==> src/rtl/perf_pkg.sv <==
// Shared types and constants for the performance-display path.
// Holds the BCD digit type, the converter FSM encoding and the digit-count helper.
package perf_pkg;

    typedef logic [3:0] bcd_digit_t;

    typedef enum logic {
        IDLE  = 1'b0,
        SHIFT = 1'b1
    } bcd_state_e;

    localparam int CLK_50_HZ = 50_000_000;

    // Smallest d with 10^d > 2^bin_width; evaluated at elaboration only.
    function automatic int min_bcd_digits(input int bin_width);
        logic [255:0] pow2;
        logic [255:0] pow10;
        int           d;
        pow2  = 256'd1 << bin_width;
        pow10 = 256'd1;
        d     = 0;
        while (pow10 <= pow2) begin
            pow10 = pow10 * 256'd10;
            d++;
        end
        return d;
    endfunction

endpackage

==> src/rtl/bcd_digit_adjust.sv <==
// Double-dabble correction cell: a digit of 5 or more gets +3 before the shift.
module bcd_digit_adjust
    import perf_pkg::*;
(
    input  bcd_digit_t digit_value,
    output bcd_digit_t adjusted
);

    assign adjusted = (digit_value >= 4'd5) ? digit_value + 4'd3 : digit_value;

endmodule

==> src/rtl/perf_bcd_converter.sv <==
// Sequential shift-and-add-3 binary-to-BCD converter with a periodic refresh request.
// Results are double-buffered so the digit selector always sees a complete value.
module perf_bcd_converter
    import perf_pkg::*;
#(
    parameter int BIN_WIDTH      = 32,
    parameter int NUM_DIGITS     = 10,
    parameter int REFRESH_PERIOD = 5_000_000
) (
    input  logic                    CLK_50,
    input  logic                    reset,
    input  logic [BIN_WIDTH-1:0]    bin_value,
    input  logic                    start,
    output logic                    busy,
    output logic                    done,
    output logic [4*NUM_DIGITS-1:0] bcd_digits,
    output logic [NUM_DIGITS-1:0]   lz_mask,
    output bcd_state_e              state_dbg
);

    localparam int CW = $clog2(BIN_WIDTH + 1);
    localparam int RW = (REFRESH_PERIOD > 1) ? $clog2(REFRESH_PERIOD) : 1;
    localparam logic [RW-1:0] REFRESH_LAST = RW'((REFRESH_PERIOD > 0) ? REFRESH_PERIOD - 1 : 0);
    localparam logic [NUM_DIGITS-1:0] LZ_RESET = {{(NUM_DIGITS-1){1'b1}}, 1'b0};

    if (NUM_DIGITS < min_bcd_digits(BIN_WIDTH)) begin : g_bad_digits
        $error("NUM_DIGITS too small to hold every BIN_WIDTH value");
    end

    bcd_state_e                state;
    logic [BIN_WIDTH-1:0]      shift_reg;
    logic [4*NUM_DIGITS-1:0]   scratch;
    logic [CW-1:0]             bit_cnt;
    logic [RW-1:0]             refresh_cnt;
    logic                      refresh_pending;

    logic [4*NUM_DIGITS-1:0]   adj;
    logic [4*NUM_DIGITS-1:0]   scratch_next;
    logic [BIN_WIDTH-1:0]      shift_next;
    logic [NUM_DIGITS-1:0]     lz_next;
    logic                      refresh_tick;
    logic                      launch;

    for (genvar i = 0; i < NUM_DIGITS; i++) begin : g_adj
        bcd_digit_adjust u_adj (
            .digit_value (scratch[4*i +: 4]),
            .adjusted    (adj[4*i +: 4])
        );
    end

    assign {scratch_next, shift_next} = {adj, shift_reg} << 1;

    // Bit i set when digit i and everything above it is zero; digit 0 is always shown.
    always_comb begin
        logic all_zero;
        lz_next  = '0;
        all_zero = 1'b1;
        for (int i = NUM_DIGITS - 1; i >= 1; i--) begin
            all_zero   = all_zero && (scratch_next[4*i +: 4] == 4'd0);
            lz_next[i] = all_zero;
        end
    end

    // The wrap itself counts as a request so the first auto launch lands on the wrap edge.
    assign refresh_tick = (REFRESH_PERIOD != 0) && (refresh_cnt == REFRESH_LAST);

    // start is a request with no ready: sampled only in IDLE, dropped otherwise.
    // done is a one-cycle pulse marking bcd_digits/lz_mask as freshly valid.
    assign launch    = (state == IDLE) && (start || refresh_pending || refresh_tick);
    assign state_dbg = state;

    always_ff @(posedge CLK_50) begin
        if (reset) begin
            state           <= IDLE;
            shift_reg       <= '0;
            scratch         <= '0;
            bit_cnt         <= '0;
            refresh_cnt     <= '0;
            refresh_pending <= 1'b0;
            busy            <= 1'b0;
            done            <= 1'b0;
            bcd_digits      <= '0;
            lz_mask         <= LZ_RESET;
        end else begin
            done <= 1'b0;

            if (REFRESH_PERIOD != 0) begin
                if (refresh_tick) begin
                    refresh_cnt <= '0;
                end else begin
                    refresh_cnt <= refresh_cnt + 1'b1;
                end
            end

            if (launch) begin
                refresh_pending <= 1'b0;
            end else if (refresh_tick) begin
                refresh_pending <= 1'b1;
            end

            case (state)
                IDLE: begin
                    if (launch) begin
                        shift_reg <= bin_value;
                        scratch   <= '0;
                        bit_cnt   <= CW'(BIN_WIDTH);
                        busy      <= 1'b1;
                        state     <= SHIFT;
                    end
                end
                SHIFT: begin
                    scratch   <= scratch_next;
                    shift_reg <= shift_next;
                    bit_cnt   <= bit_cnt - 1'b1;
                    if (bit_cnt == CW'(1)) begin
                        bcd_digits <= scratch_next;
                        lz_mask    <= lz_next;
                        done       <= 1'b1;
                        busy       <= 1'b0;
                        state      <= IDLE;
                    end
                end
                default: state <= IDLE;
            endcase
        end
    end

endmodule

==> config.mk <==
export PLATFORM = sky130hd
export DESIGN_NAME = perf_bcd_converter
export DESIGN_NICKNAME = d
export VERILOG_FILES = /design/src/rtl/perf_pkg.sv /design/src/rtl/bcd_digit_adjust.sv /design/src/rtl/perf_bcd_converter.sv
export SDC_FILE = /design/constraint.sdc
export NUM_CORES = 1
export LEC_CHECK = 0
export BUFFER_PORTS_ARGS = -buffer_cell sky130_fd_sc_hd__buf_4
export CORE_MARGIN = 2
export CORE_UTILIZATION = 50
export DETAILED_ROUTE_END_ITERATION = 6
export GPL_TIMING_DRIVEN = 0
export PLACE_DENSITY = 0.71
export SYNTH_ARGS = -nofsm -noshare
export SYNTH_HDL_FRONTEND = slang
export SYNTH_SLANG_ARGS = --single-unit
==> constraint.sdc <==
create_clock -name CLK_50 -period 2.23 [get_ports CLK_50]
set_input_delay 0.223 -clock CLK_50 [delete_from_list [all_inputs] [get_ports CLK_50]]
set_output_delay 0.223 -clock CLK_50 [all_outputs]
set_load 0.05 [all_outputs]
# == Yosys cells after proc, flatten, opt, wreduce, memory -nomap -nowiden ==
# Cells that the tools add are included.
# op_classes
addsub,12
multipliers,0
n_div,0
magnitude_cmp,10
n_eq_ne,4
shifts,0
n_mux,23
bitwise,1
n_reduce_logical,25
# ops
operator,n
$pmux 40 s2,1
$pmux 32 s2,1
$ge 4x3->1 const B,10
$mux 40,1
$add 4x2->4 const B,9
$logic_not 4->1,9
$mux 4,9
$mux 32,1
$add 23x1->23 const B,1
$eq 23x23->1 const B,1
$pmux 6 s2,1
$logic_and 1x1->1,9
$eq 6x1->1 const B,1
$mux 6,1
$reduce_or 2->1,3
$sub 6x1->6 const B,1
$mux 1,5
$pmux 1 s2,2
$reduce_and 2->1,2
$add 3x2->3 const B,1
$mux 3,1
$logic_or 1x1->1,2
$ne 2x1->1 const B,1
$ne 2x2->1 const B,1
$not 1->1,1
# totals
reg_bits,154
latchBits,0
ramBits,0
rom_bits,0
inputBits,35
out_inout_bits,53
wordCells,85
memories,0

# == Logic depth before layout (Yosys ltp) ==
# Gate-level depths: netlist of run 1.
# logic_depth
ltp_word,11
mapped_depth,8
depth_no_buf,8

# == Cells and area by module ==
# Synthesis of run 1 repeated with hierarchy kept, for this count alone.
# hier_totals
cells_unflattened,790
hier_area_um2,6691.4
# by_module_without_submodules
mod,instances,cells_each,area_per_inst_um2,seq_area_each_um2
perf_bcd_converter,1,630,5677.9,3083.0
bcd_digit_adjust,10,16,101.3,0.0

# == Least setup slack after synthesis of run 1 ==
# No wires, ideal clock.
# synth_timing
kind,register to register
startpoint,"reg state, in the netlist state_dbg"
endpoint,reg lz_mask[3]
setup_time_ps,61
t_arrival_ps,1990
required_ps,2169
path_slack_ps,180
stages_incl_launch_ff,7
synth_period_minus_slack_ps,2050
path_cell_list,dfxtp_1 nand2_1 or3_4 a2111oi_4 nand2_2 nor4_4 a221o_1
# synth_between
elab_chain_cells,1
# synth_rtl
item,line_no,text
start: declaration,perf_bcd_converter.sv:30,bcd_state_e state;
start signal: assignment,perf_bcd_converter.sv:74,state <= IDLE;
start signal: assignment,perf_bcd_converter.sv:108,state <= SHIFT;
start signal: assignment,perf_bcd_converter.sv:120,state <= IDLE;
$reduce_and 2->1 (no line),n/a,
end signal: assignment,perf_bcd_converter.sv:117,lz_mask <= lz_next;
end: declaration,perf_bcd_converter.sv:17,"output logic [NUM_DIGITS-1:0] lz_mask,"
# No other way between the ends.
# A chain may end at the register's enable or synchronous reset.

# == Worst setup path after layout of run 1 ==
# layout_timing
startpoint,reg bit_cnt[2]
endpoint,reg lz_mask[3]
# layout_between
elab_chain_cells,2
# layout_rtl
item,line_no,text
start: declaration,perf_bcd_converter.sv:33,logic [CW-1:0] bit_cnt;
start signal: assignment,perf_bcd_converter.sv:106,bit_cnt <= CW'(BIN_WIDTH);
start signal: assignment,perf_bcd_converter.sv:114,bit_cnt <= bit_cnt - 1'b1;
$eq 6x1->1,perf_bcd_converter.sv:115,if (bit_cnt == CW'(1)) begin
$reduce_and 2->1 (no line),n/a,
# No other way between the ends.

==> results of run 1 <==
## cell type report
class	count	area (µm²)
timing repair buffer	93	698
sequential	154	3090
clock buffer	25	495
multi-input combinational	562	3580
clock inverter	7	113
fill	1133	4800
buffer	44	214
inverter	23	86.3
tap	176	220
## Yosys cell counts, types with 2 or more instances
master,number,area share (%)
sky130_fd_sc_hd__nor3b_1,18,2.0
sky130_fd_sc_hd__buf_2,5,0.37
sky130_fd_sc_hd__ha_1,23,4.2
sky130_fd_sc_hd__nand3b_1,4,0.44
sky130_fd_sc_hd__a22oi_1,32,3.5
sky130_fd_sc_hd__or3_4,2,0.33
sky130_fd_sc_hd__a211oi_1,20,2.2
sky130_fd_sc_hd__a22o_1,10,1.3
sky130_fd_sc_hd__nand2_1,120,6.6
sky130_fd_sc_hd__xnor2_1,16,2.1
sky130_fd_sc_hd__a32o_1,8,1.2
sky130_fd_sc_hd__xor2_1,15,1.9
sky130_fd_sc_hd__nor2_1,60,3.3
sky130_fd_sc_hd__nor2b_1,3,0.28
sky130_fd_sc_hd__clkbuf_1,37,2.0
sky130_fd_sc_hd__a21oi_1,84,6.2
sky130_fd_sc_hd__o21ai_0,28,2.1
sky130_fd_sc_hd__o31ai_1,10,1.1
sky130_fd_sc_hd__and3_1,4,0.37
sky130_fd_sc_hd__a221o_1,2,0.29
sky130_fd_sc_hd__nand4_1,5,0.46
sky130_fd_sc_hd__nand3_1,9,0.66
sky130_fd_sc_hd__mux2i_1,19,2.8
sky130_fd_sc_hd__nand2b_1,14,1.3
sky130_fd_sc_hd__a211o_1,4,0.51
sky130_fd_sc_hd__and4_1,3,0.39
sky130_fd_sc_hd__and2_1,4,0.37
sky130_fd_sc_hd__nor3_1,14,1.0
sky130_fd_sc_hd__inv_1,23,1.3
sky130_fd_sc_hd__nor4_1,2,0.18
sky130_fd_sc_hd__and3b_1,2,0.26
sky130_fd_sc_hd__o22ai_1,11,1.0
sky130_fd_sc_hd__dfxtp_1,154,45
sky130_fd_sc_hd__or3_1,2,0.18
sky130_fd_sc_hd__a2111oi_4,2,0.81
## through the flow
| stage | utilization, % | hold slack [ns] | std cells | worst slack [ns] | total power, mW |
|---|---|---|---|---|---|
| global route | 63.9 | 0.0750 | 1084 | -0.0413 | 6.55 |
| CTS | 63.0 | 0.0491 | 1083 | 0.00237 | 6.36 |
| floorplan | - | 0.384 | 783 | 0.180 | 3.23 |
| detailed placement | 57.7 | 0.443 | 1045 | -0.446 | 3.41 |
| global placement | 57.7 | 0.439 | 1045 | -0.428 | 3.39 |
| finish | 63.9 | 0.0621 | 1084 | 0.0998 | 6.33 |
## routing by layer
metal  part of all wire, %  vias to the layer above  GRT usage [%]
met5                     0                        -              0
met4                   2.7                        0           11.2
met3                   5.1                       43           5.09
met2                    49                      162           43.1
met1                    43                     2907           31.6
li1                      -                     2990              -
## cells by family (layout without fill, tap and decap cells)
| group | count (synthesis) | count (layout) | share of synthesized area, % |
|---|---|---|---|
| and+or+nand+nor | 276 | 276 | 19.6 |
| AOI/OAI and AO/OA | 212 | 212 | 20.2 |
| DFF | 154 | 154 | 45.3 |
| buffers and inverters | 67 | 192 | 3.84 |
| xor gates and xnor gates | 31 | 31 | 3.99 |
| adders and majority gates | 23 | 23 | 4.23 |
| muxes | 19 | 19 | 2.79 |
| other | 1 | 1 | 0.0551 |
## power by group
group	total [mW]	switching [mW]	internal, mW	leakage (nW)
logic	0.501	0.316	0.185	1.74
registers	2.87	0.0503	2.82	1.25
clock network	2.95	1.08	1.87	0.297
total	6.33	1.44	4.88	3.29
## how the worst max path moves through the flow
stage | end | slack [ns] | depth (start not counted)
after floorplan | lz_mask[3] | 0.18 | 6
after global placement | scratch[32] | -0.43 | 8
after detailed placement | scratch[4] | -0.45 | 8
after CTS | scratch[25] | 0.002 | 6
after global routing | lz_mask[1] | -0.04 | 8
final | lz_mask[3] | 0.1 | 6
## worst max-delay path: cells and delay by family (launching register included)
kind / cells / cell delay [ns]
AND/OR/NAND/NOR: 4 / 1.29
AO/OA/AOI/OAI: 2 / 0.44
flip-flops: 1 / 0.34
## repair_timing
item                                    in CTS  in global routing
pin swaps                                    4                 10
endpoints found under the setup margin     115                108
buffers inserted                             6                  1
gates resized for setup                     19                 40
==> summary.md, run 1 <==
The proportion of layout cells with a drive suffix above 1 is 18.9%. Relative to the synthesized area, the layout overhead comes to 24.7%. The total power divided by cell area was 745 mW/mm². For this design the top-level I/O count stands at 88. The total placed instance area was 0.00768 mm².

The worst register-to-register path ends at lz_mask[3]. The tools report the number of global-route vias before repair as 5922. The cell that appears most often on the critical path is sky130_fd_sc_hd__or3_4.

The tree is rooted in a sky130_fd_sc_hd__clkbuf_16. In the layout the commonest cells are 152 x sky130_fd_sc_hd__dfxtp_1, 119 x sky130_fd_sc_hd__nand2_1, 96 x sky130_fd_sc_hd__buf_4, 76 x sky130_fd_sc_hd__a21oi_1, 60 x sky130_fd_sc_hd__nor2_1. A synthesized cell averages 8.70 µm². For the TritonCTS sink count, the log shows 154. STA classifies the critical path endpoint as a flip-flop.

After synthesis the cells add up to 0.00681 mm². At the pin with the least slew margin, the transition time is 0.701 ns. The height of the die is 121 µm, and the placer's final routability congestion estimate is 0.878. The run gives 0.00817 ns as the setup clock skew after layout. Subtracting the final worst setup slack from the clock period gives 2.13 ns. The initial utilization of the core area, before any placement, comes to 51.2%.

The maximum level of the CTS H-tree was 4; the number of max-cap violations was 0. The logs give 0 ns for the post-route setup TNS and 0 for the initial antenna violation count. Setup repair after global routing could not meet its margin everywhere.

The clock latency on the worst-skew pair was 0.42 ns. Hold buffer count at cts: 0. The min-delay analysis places its worst path in the category input pin to flip-flop. The count of flip-flops with a built-in enable after synthesis is 0.

The run gives 953 as the net total in the final layout. Setup slack on the worst reg-to-reg path comes out at 0.1 ns. Measured against its own limit, the worst slew margin works out to 53.3%.

The analysis attributes to cell leakage a power of 3.29 nW. The length in cells of the worst reg-to-reg path is 6. Number of pins with negative max-slew slack in the final report: 0. The run gives 42 as the number of standard-cell rows in the floorplan. Launch point of the worst hold path: bin_value[0]. Summing the sequential cell areas from Yosys gives 45.3% of the chip area. The maximum number of pins on one net before global-route repair is 17. The post-detailed-placement half-perimeter wirelength was 12700 µm; the total routing resource utilization after global routing was 25.6%. For the worst setup path, the data arrival time is 2.49 ns. TritonCTS created 17 clock buffers. The repair_antennas step left the layout with diodes totalling 0. After layout, the worst path uses 95.5% of the clock period. Setup violations remaining at the end of the flow were counted as 0. The post-route DRC violation count came out at 0. The type of the worst setup path was flip-flop to flip-flop. The hold-critical path endpoint is shift_reg[0]. Using the TritonRoute via totals, the vias-per-cell ratio works out to 5.63.

The worst hold path was traced through 3 stages. Counting every instance in the synthesized netlist gives 783. TritonCTS built the clock tree. Clock-pin slew was measured on the worst setup and hold paths at 0.06 ns. For this run, the top clock speed supported by timing is 469 MHz. The number of unique standard cell types used by synthesis is 49. Walking the worst path, the cells encountered are or3_4 > or3_4 > a2111oi_4 > nand2_2 > nor4_4 > a221o_1. For the first-iteration detailed-routing DRC count, the log shows 500.

Counting flops and latches in the post-synthesis netlist gives 154. The area enclosed by the die boundary was 0.0146 mm²; the area of all placed cells without fillers was 0.00850 mm². Leaving out fill and tap cells, the most frequent cell in the layout is sky130_fd_sc_hd__dfxtp_1. The peak ir drop on the vdd network is 0.566 mV, and the routed length per placed instance is 16.9 µm. The net count after synthesis is 841, and the detailed-routing iteration count for the pre-antenna-repair pass is 5.

Along the worst path, the maximum fanout reaches 4. The count of nets left with antenna violations once routing finished came out at 0. No sink is reached through more buffers than the 2 on the longest clock path. The logs give 0 for the yosys synthesis warning count and 18300 µm for the post-detailed-routing wire length.

Highest-delay cell along the critical path: sky130_fd_sc_hd__or3_4. For this run, the leading register cell type out of synthesis is sky130_fd_sc_hd__dfxtp_1. The count of buffers added on input and output ports is 86. For this run the aggregate overflow at the end of global routing stands at 0. The flow ran to the end, and the final reports show no timing, DRC or antenna violations. The run gives 0 as the final hold violation count. The kind of start point of the critical path is a flip-flop. In this run the critical register-to-register path is launched from bit_cnt[2]. The tools report the startpoint of the worst setup timing path as bit_cnt[2].

The core region is 0.0133 mm². Counting flops with an async set or reset pin after synthesis yields a share of 0%. On the worst path, the slowest cell contributes a delay of 0.41 ns.

The die is 121 µm wide. The via total after detailed routing is 6102, and the global-route wire length before repair is 29100 µm. For the worst setup path, the data required time is 2.59 ns.
No activity file was read; power rests on OpenSTA's default activity.
==> run 2: changes to the inputs <==
--- a/config.mk
+++ b/config.mk
@@ -5,12 +5,14 @@
 export SDC_FILE = /design/constraint.sdc
 export NUM_CORES = 1
 export LEC_CHECK = 0
-export BUFFER_PORTS_ARGS = -buffer_cell sky130_fd_sc_hd__buf_4
+export BUFFER_PORTS_ARGS = -buffer_cell sky130_fd_sc_hd__buf_2
+export CORE_ASPECT_RATIO = 1.75
 export CORE_MARGIN = 2
 export CORE_UTILIZATION = 50
 export DETAILED_ROUTE_END_ITERATION = 6
 export GPL_TIMING_DRIVEN = 0
 export PLACE_DENSITY = 0.71
+export SETUP_SLACK_MARGIN = 0.3
 export SYNTH_ARGS = -nofsm -noshare
 export SYNTH_HDL_FRONTEND = slang
 export SYNTH_SLANG_ARGS = --single-unit
==> run 2 against run 1 <==
Effect of this change: clock power up 1%; sequential share of layout area down 0.68 points; fmax up 2.5%; die area up 0.25%; via count up 1.4%; total power up 0.99%; first-iteration DRC count down 28%; register-to-register slack better by 0.05 ns; final area up 2.8%; utilization up 1.3 points; sequential power about the same; worst hold slack better by 0.0050 ns; critical path type unchanged; highest routed layer unchanged.
==> summary.md, run 2 (same netlist as run 1, synthesis figures left out) <==
The run finished with clean final reports. Most frequent cell on the critical path: sky130_fd_sc_hd__or3_4 (unchanged). The aggregate global routing overflow is 0 (unchanged), and the width of the chip is 92.2 µm (was 121 µm). The length in cells of the worst reg-to-reg path was 6 (unchanged).

The logs give 0 (unchanged) for the final setup violation count and 0 (unchanged) for the initial antenna violation count. The tools report the total routing resource utilization after global routing as 25.5% (was 25.6%). The tools report the capturing element type of the critical path as a flip-flop (unchanged). The run gives 3.43 nW (was 3.29 nW) as the leakage power. Number of global-route vias before repair: 5935 (was 5922).

The tools report the setup slack of the most critical reg-to-reg path as 0.15 ns (was 0.1 ns). For the area enclosed by the die boundary, the log shows 0.0146 mm² (about the same). For the placeable core region, the log shows 0.0134 mm² (was 0.0133 mm²). The type of the worst setup path is flip-flop to flip-flop (unchanged). The arrival time reported for the critical path endpoint was 2.44 ns (was 2.49 ns); the via total after detailed routing was 6190 (was 6102).

For the starting density of the core, the log shows 50.9% (was 51.2%). TritonCTS built the clock tree. The switching share of power was 23.9% (was 22.8%); the post-detailed-placement half-perimeter wirelength was 12800 µm (was 12700 µm). Crit-path cells: or3_4 > or3_4 > a2111oi_4 > nand2_2 > nor4_4 > a221o_1 (unchanged).

Number of standard-cell rows in the floorplan: 56 (was 42). The detailed-routing iteration count for the pre-antenna-repair pass was 5 (unchanged); the ratio of final minimum period to clock period was 93.2% (was 95.5%). Clock input transition at the sequential cells of the worst setup and hold paths: 0.06 ns (about the same). The critical path required time is 2.59 ns (about the same).

The startpoint of the worst setup timing path is bit_cnt[4] (was bit_cnt[2]). The highest-delay cell along the critical path was sky130_fd_sc_hd__or3_4 (unchanged). The logs give 8.3% (was 7.9%) for the fraction of power consumed by combinational cells and 0 (unchanged) for the number of max-cap violations. The sequential cell fraction of total power was 44.9% (was 45.4%); the number of diodes was 0 (unchanged). The tools report the filler cell count as 1111 (was 1133).

The tools report the buffer levels on the longest clock path as 2 (unchanged). The number of port buffers is 86 (unchanged), and the number of primary I/O pins is 88 (unchanged). The tools report the clock latency on the worst-skew pair as 0.42 ns (about the same). The peak ir drop on the vdd network was 0.560 mV (was 0.566 mV); the longest individual stage delay on the worst path was 0.40 ns (was 0.41 ns).

The run gives 969 (was 953) as the net total in the final layout. The run gives 29100 µm (about the same) as the global-route wire length before repair. The timing endpoint of the critical path was lz_mask[3] (unchanged). Commonest non-fill, non-tap cells in the layout: 135 x sky130_fd_sc_hd__dfxtp_1, 118 x sky130_fd_sc_hd__nand2_1, 88 x sky130_fd_sc_hd__buf_2, 75 x sky130_fd_sc_hd__a21oi_1, 60 x sky130_fd_sc_hd__nor2_1 (was 152 x sky130_fd_sc_hd__dfxtp_1, 119 x sky130_fd_sc_hd__nand2_1, 96 x sky130_fd_sc_hd__buf_4, 76 x sky130_fd_sc_hd__a21oi_1, 60 x sky130_fd_sc_hd__nor2_1). Setup repair after global routing could not meet its margin everywhere.

For the share of the core filled with cells, the log shows 65.2% (was 63.9%). The tools report the post-placement worst setup slack as -0.242 ns (was -0.446 ns). The root buffer cell was sky130_fd_sc_hd__clkbuf_16 (unchanged). For the internal power consumption, the log shows 4.87 mW (was 4.88 mW). Final hold violation count: 0 (unchanged).

The routed length per placed instance was 17.2 µm (was 16.9 µm); the number of nets with antenna violations after routing was 0 (unchanged). The run gives 0.0671 ns (was 0.0621 ns) as the worst slack on hold paths. The area taken by multi-input logic gates was 0.00377 mm² (was 0.00358 mm²). The proportion of layout cells with a drive suffix above 1 was 26.7% (was 18.9%). The total power divided by cell area works out to 732 mW/mm² (was 745 mW/mm²).

The commonest non-fill, non-tap cell in the layout was sky130_fd_sc_hd__dfxtp_1 (unchanged). The worst hold-check path type is input pin to flip-flop (unchanged). The transition at the pin with the smallest max-transition slack was 0.734 ns (was 0.701 ns). The via count normalized by instance count is 5.64 (was 5.63). Height of the die: 158 µm (was 121 µm). The final critical path time including I/O delays and setup is 2.08 ns (was 2.13 ns).

The worst slew margin relative to its limit was 51.1% (was 53.3%). The post-route DRC violation count came out at 0 (unchanged). The worst-path maximum fanout came out at 4 (unchanged). The maximum level of the CTS H-tree is 4 (unchanged), and the net switching power is 1.52 mW (was 1.44 mW). The run gives 0.891 (was 0.878) as the placer's final routability congestion estimate. The kind of start point of the critical path is a flip-flop (unchanged). The area added between synthesis and finish is 28.2% (was 24.7%), and the setup clock skew after layout is 0.00927 ns (was 0.00817 ns).

The logs give 154 (unchanged) for the TritonCTS sink count and 18800 µm (was 18300 µm) for the post-detailed-routing wire length. The first-iteration detailed-routing DRC count was 359 (was 500). Clock group share of total power: 46.8% (was 46.7%). The logs give 481 MHz (was 469 MHz) for the highest achievable clock rate and 0.00311 mm² (was 0.00309 mm²) for the sequential cell area. The tools report the reg-to-reg endpoint as lz_mask[3] (unchanged). The startpoint of the lowest-slack register-to-register path is bit_cnt[4] (was bit_cnt[2]). The logs give 0.151 ns (was 0.0998 ns) for the post-layout worst setup margin and 0 (unchanged) for the hold buffer count at cts.

The logs give 0 (unchanged) for the number of pins with negative max-slew slack in the final report and 17 (unchanged) for the maximum number of pins on one net before global-route repair. The number of clock buffers inserted by TritonCTS came out at 17 (unchanged).
## run 2: critical path, delay by kind of cell, from the launching register on
family             cells  cell delay, ns
DFF                    1            0.31
AOI/OAI and AO/OA      2            0.47
and+or+nand+nor        4            1.25
## run 2: per-stage QoR
step | std cells | instance area [µm²] | power (mW) | setup TNS [ns]
after floorplan | 783 | 6830 | 3.23 | 0
after global placement | 1043 | 7480 | 3.37 | -9.00
after detailed placement | 1043 | 7480 | 3.38 | -9.67
after CTS | 1090 | 8440 | 6.37 | 0
after global routing | 1097 | 8730 | 6.57 | 0
final | 1097 | 8730 | 6.39 | 0
## run 2: layout make-up
class | count | area share, %
Tap cell | 174 | 2.49
Clock inverter | 11 | 1.65
Timing Repair Buffer | 109 | 7.34
Sequential cell | 154 | 35.6
Buffer | 44 | 3.37
Inverter | 23 | 0.989
Multi-Input combinational cell | 562 | 43.2
Clock buffer | 20 | 5.34
## run 2: per-layer routing
| metal | track usage, % | up-vias | wire, µm |
|---|---|---|---|
| met2 | 48.9 | 164 | 10400 |
| met5 | 0 | - | 0 |
| met3 | 4.45 | 30 | 858 |
| li1 | - | 3020 | - |
| met1 | 27.2 | 2976 | 7100 |
| met4 | 10.4 | 0 | 471 |
## run 2: timing repair
action,in CTS,in global routing
hold endpoints to repair,0,0
cloned,1,1
setup endpoints to repair,151,133
gates resized for setup,80,68
pin swaps,20,16
buffers inserted,15,6
## run 2: how the worst min path moves through the flow
stage | start | endpoint | cells past startpoint
2_1_floorplan | bin_value[0] | shift_reg[0] | 2
3_3_place_gp | shift_reg[26] | shift_reg[26] | 2
3_5_place_dp | shift_reg[13] | shift_reg[13] | 2
4_1_cts | bin_value[0] | shift_reg[0] | 3
5_1_grt | bin_value[0] | shift_reg[0] | 3
6_report | bin_value[0] | shift_reg[0] | 3
## run 2: power groups by stage
stage	Combinational [mW]	Clock (mW)	Sequential [mW]
after floorplan	0.236	0	2.99
after global placement	0.446	0	2.93
after detailed placement	0.449	0	2.93
after CTS	0.494	3.01	2.87
after global routing	0.573	3.12	2.88
final	0.533	2.99	2.87
